===== src/rtl/muldiv_unit.sv =====
// Iterative 32x32 multiply / divide unit with architectural HI/LO registers.
// One iteration per cycle for 32 cycles, then a single fix-up cycle commits HI/LO.
module muldiv_unit (
    input  logic        clk,
    input  logic        rst,
    input  logic        start,
    input  logic [1:0]  op,
    input  logic [31:0] a,
    input  logic [31:0] b,
    input  logic        mthi,
    input  logic        mtlo,
    input  logic [31:0] wdata,
    output logic        busy,
    output logic        done,
    output logic [31:0] hi,
    output logic [31:0] lo
);

    typedef enum logic [1:0] {
        IDLE = 2'd0,
        RUN  = 2'd1,
        FIN  = 2'd2
    } state_t;

    localparam logic [1:0] OP_MULT  = 2'b00;
    localparam logic [1:0] OP_MULTU = 2'b01;
    localparam logic [1:0] OP_DIV   = 2'b10;
    localparam logic [1:0] OP_DIVU  = 2'b11;

    state_t      state_q, state_d;
    logic [4:0]  cnt_q, cnt_d;
    logic [1:0]  op_q, op_d;
    logic [31:0] opnd_q, opnd_d;
    logic [63:0] acc_q, acc_d;
    logic        neg_res_q, neg_res_d;
    logic        neg_a_q, neg_a_d;
    logic        b_zero_q, b_zero_d;
    logic        busy_q, busy_d;
    logic        done_q, done_d;
    logic [31:0] hi_q, hi_d;
    logic [31:0] lo_q, lo_d;

    // Operand magnitudes for the start cycle
    logic        op_signed;
    logic        op_is_div;
    logic [31:0] a_mag;
    logic [31:0] b_mag;

    // Iteration datapath
    logic [32:0] mul_sum;
    logic [32:0] div_shift;
    logic        div_ge;
    logic [31:0] div_rem;

    // Commit datapath
    logic [63:0] prod_fix;
    logic [31:0] quot_fix;
    logic [31:0] rem_fix;

    always_comb begin
        op_signed = ~op[0];
        op_is_div = op[1];
        a_mag     = (op_signed && a[31]) ? (32'd0 - a) : a;
        b_mag     = (op_signed && b[31]) ? (32'd0 - b) : b;
    end

    // Multiply: accumulator holds {partial product, remaining multiplier bits}.
    // Divide: accumulator holds {partial remainder, dividend bits / quotient bits}.
    always_comb begin
        mul_sum   = {1'b0, acc_q[63:32]} + (acc_q[0] ? {1'b0, opnd_q} : 33'd0);
        div_shift = {acc_q[63:32], acc_q[31]};
        div_ge    = (div_shift >= {1'b0, opnd_q});
        div_rem   = div_ge ? (div_shift[31:0] - opnd_q) : div_shift[31:0];
    end

    always_comb begin
        prod_fix = acc_q;
        quot_fix = acc_q[31:0];
        rem_fix  = acc_q[63:32];
        if (!op_q[0] && neg_res_q) begin
            prod_fix = 64'd0 - acc_q;
            quot_fix = 32'd0 - acc_q[31:0];
        end
        if (!op_q[0] && neg_a_q) begin
            rem_fix = 32'd0 - acc_q[63:32];
        end
        // The remainder already equals |a|, so giving it a's sign returns a itself
        if (b_zero_q) begin
            quot_fix = 32'hFFFF_FFFF;
        end
    end

    always_comb begin
        state_d   = state_q;
        cnt_d     = cnt_q;
        op_d      = op_q;
        opnd_d    = opnd_q;
        acc_d     = acc_q;
        neg_res_d = neg_res_q;
        neg_a_d   = neg_a_q;
        b_zero_d  = b_zero_q;
        busy_d    = busy_q;
        done_d    = 1'b0;
        hi_d      = hi_q;
        lo_d      = lo_q;

        unique case (state_q)
            IDLE: begin
                if (mthi || mtlo) begin
                    if (mthi) hi_d = wdata;
                    if (mtlo) lo_d = wdata;
                end else if (start) begin
                    state_d   = RUN;
                    cnt_d     = 5'd0;
                    op_d      = op;
                    busy_d    = 1'b1;
                    neg_res_d = a[31] ^ b[31];
                    neg_a_d   = a[31];
                    b_zero_d  = op_is_div && (b == 32'd0);
                    if (op_is_div) begin
                        opnd_d = b_mag;
                        acc_d  = {32'd0, a_mag};
                    end else begin
                        opnd_d = a_mag;
                        acc_d  = {32'd0, b_mag};
                    end
                end
            end
            RUN: begin
                if (op_q[1]) begin
                    acc_d = {div_rem, acc_q[30:0], div_ge};
                end else begin
                    acc_d = {mul_sum, acc_q[31:1]};
                end
                cnt_d = cnt_q + 5'd1;
                if (cnt_q == 5'd31) begin
                    state_d = FIN;
                end
            end
            FIN: begin
                state_d = IDLE;
                busy_d  = 1'b0;
                done_d  = 1'b1;
                if (op_q == OP_DIV || op_q == OP_DIVU) begin
                    lo_d = quot_fix;
                    hi_d = rem_fix;
                end else if (op_q == OP_MULT || op_q == OP_MULTU) begin
                    hi_d = prod_fix[63:32];
                    lo_d = prod_fix[31:0];
                end
            end
            default: begin
                state_d = IDLE;
                busy_d  = 1'b0;
            end
        endcase
    end

    always_ff @(posedge clk or posedge rst) begin
        if (rst) begin
            state_q   <= IDLE;
            cnt_q     <= 5'd0;
            op_q      <= 2'd0;
            opnd_q    <= 32'd0;
            acc_q     <= 64'd0;
            neg_res_q <= 1'b0;
            neg_a_q   <= 1'b0;
            b_zero_q  <= 1'b0;
            busy_q    <= 1'b0;
            done_q    <= 1'b0;
            hi_q      <= 32'd0;
            lo_q      <= 32'd0;
        end else begin
            state_q   <= state_d;
            cnt_q     <= cnt_d;
            op_q      <= op_d;
            opnd_q    <= opnd_d;
            acc_q     <= acc_d;
            neg_res_q <= neg_res_d;
            neg_a_q   <= neg_a_d;
            b_zero_q  <= b_zero_d;
            busy_q    <= busy_d;
            done_q    <= done_d;
            hi_q      <= hi_d;
            lo_q      <= lo_d;
        end
    end

    assign busy = busy_q;
    assign done = done_q;
    assign hi   = hi_q;
    assign lo   = lo_q;

endmodule


===== config.mk =====
export PLATFORM = sky130hd
export DESIGN_NAME = muldiv_unit
export DESIGN_NICKNAME = d
export VERILOG_FILES = /design/src/rtl/muldiv_unit.sv
export SDC_FILE = /design/constraint.sdc
export NUM_CORES = 1
export LEC_CHECK = 0
export CORE_ASPECT_RATIO = 2
export CORE_MARGIN = 5
export CORE_UTILIZATION = 66
export DETAILED_ROUTE_END_ITERATION = 16
export DONT_BUFFER_PORTS = 1
export GPL_TIMING_DRIVEN = 0
export PLACE_DENSITY = 0.82
export SYNTH_ARGS = -nofsm -noshare
export SYNTH_HDL_FRONTEND = slang
export SYNTH_SLANG_ARGS = --single-unit
export TNS_END_PERCENT = 30

===== constraint.sdc =====
create_clock -name clk -period 6.4 [get_ports clk]
set_input_delay 1.28 -clock clk [delete_from_list [all_inputs] [get_ports clk]]
set_output_delay 1.28 -clock clk [all_outputs]
set_load 0.05 [all_outputs]

Word level (Yosys, flattened, before mapping)
Index checks and enable logic that the tools add are counted.

Input port bits: 103. Flip-flop bits (word level): 174. Output and inout bits: 66. Word-level logic and storage cells: 93.

Reductions and logical operators: 20. $add $sub $neg: 8. Bitwise gates (word level): 4. Muxes and demuxes: 35. Magnitude comparators: 1. Equality and inequality tests: 13.

Operators by type and width (number): $mux 32 (17); $mux 64 (4); $pmux 32 s2 (2); $pmux 64 s2 (1); $sub 1x32->32 const A (4); $sub 1x64->64 const A (1); $add 32x32->33 (1); $ge 33x32->1 (1); $logic_not 32->1 (1); $sub 32x32->32 (1); $ne 2x2->1 const B (6); $reduce_and 3->1 (4); $mux 5 (2); $pmux 5 s2 (1); $reduce_and 4->1 (2); $eq 2x2->1 const B (3); $mux 2 (3); $add 5x1->5 const B (1); $eq 5x5->1 const B (1); $logic_and 1x1->1 (5); $eq 2x1->1 const B (2); $logic_not 2->1 (2); $pmux 2 s2 (1); $reduce_bool 2->1 (2); other kinds (7) (13).

Logic depth before layout (Yosys ltp)
Gate-level depths: netlist of run 1.

Depth after elaboration: 7. Mapped depth: 15. Depth with buffers taken out: 13.

Worst setup path after synthesis of run 1
No wires, ideal clock.

Path kind: input port to flip-flop. Start: in b[9]. End: reg acc_q[29]. Arrival time: 3.412 ns. Required time: 6.296 ns. Setup time: 0.104 ns. Buffers on the path: 0. Stages on the path: 8. Path slack: 2.884 ns. Cell sequence: or4_4 -> or4_4 -> or3_4 -> nand2b_4 -> o21ai_1 -> xnor2_1 -> o21ai_1 -> a221oi_1.

Longest elaborated chain between the ends: 6.

Ends and longest elaborated chain: from (decl) (line 9) `input logic [31:0] b,`; $sub 1x32->32 (line 64) `b_mag = (op_signed && b[31]) ? (32'd0 - b) : b;`; $mux 32 (line 64); $mux 32 (line 120) `if (op_is_div) begin`; $mux 64 (line 112) `end else if (start) begin`; $mux 64 (line 109) `if (mthi || mtlo) begin`; $pmux 64 s2 (line 107) `unique case (state_q)`; to (signal assigned) (line 165) `acc_q <= 64'd0;`; to (signal assigned) (line 178) `acc_q <= acc_d;`; to (decl) (line 34) `logic [63:0] acc_q, acc_d;`.

No other way between the ends. The select of a mux whose other input is x is not followed. A chain may end at the register's enable or synchronous reset.

Worst setup path in the final report of run 1
Start: reg acc_q[0]. End: reg acc_q[61].

Longest elaborated chain between the ends: 4.

Ends and longest elaborated chain: $mux 32 (line 70) `mul_sum = {1'b0, acc_q[63:32]} + (acc_q[0] ? {1'b0, opnd_q} : 33'd0);`; $add 32x32->33 (line 70); $mux 64 (line 130) `if (op_q[1]) begin`; $pmux 64 s2 (line 107).

No other way between the ends.

==> results of run 1 <==
## where the power goes
| group | internal, W | switching, W | leakage (nW) | total (W) |
|---|---|---|---|---|
| sequential | 0.00162 | 0.00141 | 2.09 | 0.00303 |
| clock | 0.000517 | 0.000506 | 0.267 | 0.00102 |
| combinational | 0.00258 | 0.00426 | 4.29 | 0.00683 |
| total | 0.00471 | 0.00617 | 6.64 | 0.0109 |
## logic make-up (layout without fill, tap and decap cells)
group           Yosys count  after routing  synth area share [%]
compound gates          655            655                  27.4
xor+xnor                168            168                  9.81
fa+ha+maj                72             72                  6.10
buf+inv                 190            223                  4.95
flops                   174            174                  29.0
mux                      70             70                  4.70
other cells               0              3                     0
simple gates            561            561                  18.0
## routing by layer
metal	vias up	routed length, microns	global-route usage [%]
li1	6936	-	-
met2	1060	28900	75.4
met1	7452	18100	46.5
met5	-	42	2.63
met4	2	7380	42.7
met3	426	5110	11.0
## cell type report
cell class              instances  area share [%]
flip-flops and latches        174            27.3
clock inverters                12           0.643
repair buffers                  1           0.173
inverters                      70            1.69
clock buffers                  20            2.80
plain buffers                 120            3.01
well taps                     280            2.20
multi-input cells            1526            62.1
diodes                          3          0.0471
## critical path, cell delays in order (launching register included)
cell	delay (ns)
dfrtp_1	0.34
clkbuf_1	0.54
inv_1	0.22
clkbuf_1	0.31
nor2_1	0.18
ha_1	0.28
o211ai_1	0.19
a21oi_1	0.10
o311a_1	0.38
o31ai_1	0.65
o31ai_1	0.35
a31oi_1	0.24
a21oi_1	0.06
a32oi_1	0.29
o21ai_1	0.10
## final timing paths
path / startpoint / cells past startpoint / slack (ns) / endpoint
max: acc_q[0] / 14 / 2.03 / acc_q[61]
min: neg_a_q / 2 / 0.48 / neg_a_q
max reg2reg: acc_q[0] / 14 / 2.03 / acc_q[61]
min reg2reg: neg_a_q / 2 / 0.48 / neg_a_q
max in group asynchronous: rst / 2 / 4.77 / lo[15]
min in group asynchronous: rst / 1 / 0.71 / acc_q[52]
## layout by cell type, fill, tap and decap left out, types with 13 or more instances in the layout
cell       count
xnor2_1      112
o21bai_1      13
a21oi_1      160
a21o_1        32
nor2_1       168
o211ai_1      25
dfrtp_1      174
or3_1         15
o22ai_1       39
nor3_1        36
nor2b_1       18
a31oi_1       24
nor4_1        15
clkbuf_1     104
nand3_1       31
ha_1          70
a22oi_1       33
and3_1        24
clkbuf_16     17
xor2_1        56
a211oi_1      44
o31ai_1       19
o21ai_0      160
o21ai_1       36
inv_1         68
or4_1         14
nand2_1      172
nand2b_1      14
mux2i_1       67
## flip-flops by register name, summed over array words and instances, names as in the netlist
signal	cells
acc_q	64
hi	32
lo	32
opnd_q	32
cnt_q	5
op_q	2
state_q	2
b_zero_q	1
busy	1
done	1
neg_a_q	1
neg_res_q	1
## cells in the mapped netlist (25+ instances only)
master and count:
clkbuf_1 102, nor3_1 36, a22oi_1 33, o211ai_1 25
inv_1 69, dfrtp_1 174, nor2_1 168, xnor2_1 112
nand3_1 31, o21ai_0 160, a21oi_1 160, mux2i_1 67
nand2_1 172, o22ai_1 39, ha_1 70, o21ai_1 36
a211oi_1 44, a21o_1 32, xor2_1 56
## through the flow
step                hold slack (ns)  TNS (ns)  worst slack [ns]
floorplan                     0.438         0             0.403
global placement              0.459   -252.05             -1.47
detailed placement            0.460         0              2.25
CTS                           0.478         0              2.22
global route                  0.503         0              1.84
finish                        0.484         0              2.03
==> run metrics, run 1 <==
root buf cell clkbuf_16; Syn-to-layout area delta 6.28%; final hold violation count 0; hpwl dp roughly 47 mm; layout cells sized above 1 under 10%; I/O Buffers 0; maximum clock rate roughly 230 MHz; Power, Total ~0.011 W; Post-CTS Resized 0; Worst slew margin a little over a fifth; sequential cell area fraction in the yosys report just under 30%; Finished Cell Area around 16000 sq um; total core area 22500 sq um; DP Area around 15000 sq um; routed len/inst 27.0 microns; worst-path fanout max 10; Placed Instances between 2000 and 2500; crit path DAT about 4.7 ns; Crit Path Category reg2reg; CTS Buffer Depth 2; clock sinks roughly 170; Antenna Nets Post-Route 0; post-synth top area cell dfrtp_1; Post-synth EDFFs 0; grt total ovfl 0; router iterations before antenna repair 8; Layout Utilization ~71%; area of the multi-input gates around 10000 sq um; post-DR vias/cell 7.20; status finished, final reports clean; hold_buf cts 0; final worst-path cycle share slightly below 70%; hold crit path type reg2reg; CTS tree yes; Die Ht ~220 microns; max-capacitance violation count 0; final setup fails 0; Reg area between 4000 and 5000 sq um; Clock Skew approximately 0.011 ns; antenna violations before repair 1; Tightest Pin Transition approximately 1.2 ns; RSZ-0062 raised after global routing false; Area contributors post-synth dfrtp_1 (29%), xnor2_1 (6.5%), ha_1 (5.8%), a21oi_1 (5.3%), o21ai_0 (5.3%); die span in x 117 microns; final-layout fill cell count between 1500 and 2000; IO Pins ~170; startpoint class of the critical path register; initial core utilization between 60% and 70%; GP Congestion 1.12; Synth top area share roughly 29%; Cells after Synth 1890; DRT Wirelength about 60 mm; postcts setup bufs 0; Critical Path RT roughly 6.7 ns; worst skew pair latency approximately 0.47 ns; Tmin final between 4 and 5 ns; vias in the first global route roughly 16000; Peak supply drop between 0.0004 and 0.0005 V; total power per unit cell area between 600 and 700 nW/um^2; number of synthesized register bits 174; Site Rows between 70 and 80; max-slew violations 0; Netlist Area Pre-Place about 15000 sq um; P_leak 6.64 nW; Initial DRC Count about 1600; post-synth cell types just over 80; Die ar. between 20000 and 30000 sq um; All-Layer GR Usage a little under half; first-pass GRT wire length approximately 90 mm; crit path capture type register; DRC Markers 0; Layout Cells excl Fill about 2200; Num CTS Buffers 17; Mean Syn Cell Area between 7 and 8 sq um; nets approximately 2100; H-tree levels 4; FFs w/ async S/R, synth 100%; Synth Flop Type dfrtp_1; syn_nets about 2100; vias ~16000; Worst-path clk slew ~0.070 ns; largest net degree at the start of global routing 95; Ys Warns 0
No activity file was read; power rests on OpenSTA's default activity.
==> run 2, diff against run 1 <==
==> constraint.sdc (replaced) <==
create_clock -name clk -period 4.1 [get_ports clk]
set_input_delay 0.82 -clock clk [delete_from_list [all_inputs] [get_ports clk]]
set_output_delay 0.82 -clock clk [all_outputs]
set_load 0.05 [all_outputs]
==> run metrics, run 2 (synthesized netlist as in run 1, its figures left out) <==
maximum clock rate 243 MHz (was 229 MHz); die span in x 117 microns (unchanged); first-pass GRT wire length 90.0 mm (was 90.4 mm); Setup WS pre-CTS -0.170 ns (was 2.25 ns); CP Cell Sequence inv_1 -> clkbuf_2 -> nor2_1 -> ha_1 -> a2111oi_1 -> o21a_1 -> o221a_2 -> and4b_1 -> o21ai_0 -> a211o_1 -> mux2_2 -> nand2_1 -> nand4_1 (was clkbuf_1 -> inv_1 -> clkbuf_1 -> nor2_1 -> ha_1 -> o211ai_1 -> a21oi_1 -> o311a_1 -> o31ai_1 -> o31ai_1 -> a31oi_1 -> a21oi_1 -> a32oi_1 -> o21ai_1); clock power share 9.5% (was 9.4%); Crit path largest cell delay 0.69 ns (was 0.65 ns); initial core utilization 66.6% (unchanged); final setup fails 1 (was 0); grt total ovfl 0 (unchanged); Tightest Pin Transition 1.06 ns (was 1.17 ns); met3 wire len 4.67 mm (was 5.11 mm); crit path capture type register (unchanged); ant diodes 0 (was 3); failing checks setup timing; P_leak 6.70 nW (was 6.64 nW); Num CTS Buffers 17 (unchanged); total core area 22500 sq um (unchanged); I/O Buffers 0 (unchanged); Site Rows 78 (unchanged); Crit Path Category reg2reg (unchanged); All-Layer GR Usage 45.8% (was 46.1%); Layout Utilization 71.2% (was 70.7%); Antenna Nets Post-Route 0 (unchanged); Worst slew margin 28.7% (was 21.5%); routed len/inst 26.9 microns (was 27.0 microns); most common cell after layout, fill and taps aside dfrtp_1 (unchanged); final hold violation count 0 (unchanged); commonest non-fill, non-tap cells in the layout dfrtp_1 (173), nand2_1 (172), nor2_1 (168) (was dfrtp_1 (174), nand2_1 (172), nor2_1 (168)); CP bufs+invs 2 (was 3); clock sinks 174 (unchanged); top layer used by detailed routing met4 (was met5); Placed Instances 2174 (was 2171); vias 16000 (was 15900); H-tree levels 4 (unchanged); Die ar. 26000 sq um (unchanged); IO Pins 169 (unchanged); final worst-path cycle share 100% (was 68.3%); wl on met1 18.4 mm (was 18.1 mm); internal power 0.00744 W (was 0.00471 W); Top delay family on crit path compound AO/OA/AOI/OAI gates (unchanged); CTS Buffer Depth 2 (unchanged); Comb power frac 62.7% (was 62.8%); met2 WL post-DR 29.0 mm (was 28.9 mm); max reg flops 64 (unchanged); Clock Skew 0.0143 ns (was 0.0112 ns); Layout Cells excl Fill 2209 (was 2206); Hold Slack 0.208 ns (was 0.484 ns); reg2reg path depth 13 (was 14); router iterations before antenna repair 8 (unchanged); Sequential Power Share 27.8% (about the same); layout cells sized above 1 4.46% (was 3.69%); root buf cell clkbuf_16 (unchanged); setup ws final -0.0180 ns (was 2.03 ns); status finished with violations (was finished, final reports clean); nets 2091 (was 2085); Initial DRC Count 1857 (was 1621); hpwl dp 46.8 mm (was 46.7 mm); post-DR vias/cell 7.23 (was 7.20); DRT Wirelength 59.3 mm (was 59.6 mm); Setup TNS Final -0.0180 ns (was 0 ns); Psw 0.00958 W (was 0.00617 W); Worst-path clk slew 0.08 ns (was 0.07 ns); startpoint class of the critical path register (unchanged); GP Congestion 1.14 (was 1.12); worst skew pair latency 0.47 ns (about the same); CTS tree yes (unchanged); DRC Markers 0 (unchanged); Biggest register acc_q (unchanged); slowest CP cell a2111oi_1 (was o31ai_1); worst-path fanout max 10 (unchanged); Peak supply drop 0.000643 V (was 0.000447 V); max-slew violations 0 (unchanged); Crit path depth 13 (was 14); Net Sw Frac 56.3% (was 56.7%); antenna violations before repair 0 (was 1); max-capacitance violation count 0 (unchanged); vias in the first global route 15700 (about the same); Syn-to-layout area delta 7.03% (was 6.28%); Critical Path RT 4.44 ns (was 6.72 ns); Die Ht 223 microns (unchanged); hold crit path type in2async (was reg2reg); largest net degree at the start of global routing 47 (was 95); Tmin final 4.12 ns (was 4.37 ns); total power per unit cell area 1060 nW/um^2 (was 683 nW/um^2); crit path DAT 4.46 ns (was 4.69 ns)
run 2: cell count changes in the layout (fill, tap and decap cells not counted), moves of 2 or more:
cell and change:
buf_4 +4, diode_2 -3, clkinv_8 +2, buf_12 +4, clkbuf_1 -4
run 2: power by group through the flow:
stage | clock, W | combinational [W] | sequential, W
floorplan | 0 | 0.00768 | 0.00421
global placement | 0 | 0.00993 | 0.00463
detailed placement | 0 | 0.0102 | 0.00466
CTS | 0.00160 | 0.0103 | 0.00465
global route | 0.00168 | 0.0116 | 0.00474
finish | 0.00162 | 0.0107 | 0.00472
run 2: worst register-to-register path, delay by kind of cell, from the launching register on:
family / cells / cell delay [ns]
compound gates: 5 / 1.79
flops: 1 / 0.52
buf+inv: 2 / 0.50
simple gates: 4 / 0.45
fa+ha+maj: 1 / 0.37
mux: 1 / 0.35
run 2: layer usage:
layer / up-vias / track usage, %
met3: 421 / 9.17
met2: 1056 / 75.5
met1: 7543 / 47.5
met5: - / 0
met4: 0 / 41.3
li1: 6947 / -
run 2: cell type report:
type	instances	area, sq um
multi-input cells	1526	9930
fillers	1846	6490
flip-flops and latches	174	4360
plain buffers	119	478
clock buffers	18	439
well taps	280	350
inverters	70	267
clock inverters	14	131
repair buffers	8	110
run 2: worst paths after layout:
| path | from | end | slack (ns) |
|---|---|---|---|
| max reg2reg | acc_q[0] | acc_q[62] | -0.02 |
| min in group clk | op[0] | op_q[0] | 0.47 |
| max | acc_q[0] | acc_q[62] | -0.02 |
| max in group asynchronous | rst | acc_q[40] | 2.75 |
| min reg2reg | opnd_q[8] | opnd_q[8] | 0.49 |
| min | rst | hi[0] | 0.21 |
run 2: per-stage QoR:
| stage | total power, W | instance area, sq um |
|---|---|---|
| after floorplan | 0.0119 | 15000 |
| after global placement | 0.0146 | 15400 |
| after detailed placement | 0.0148 | 15400 |
| after CTS | 0.0165 | 16000 |
| after global routing | 0.0180 | 16100 |
| final | 0.0170 | 16100 |
run 2: timing repair:
item,CTS,global route
setup buffers,0,4
setup endpoints to repair,6,33
hold buffers,0,0
pin swaps,0,2
gates resized for setup,1,6
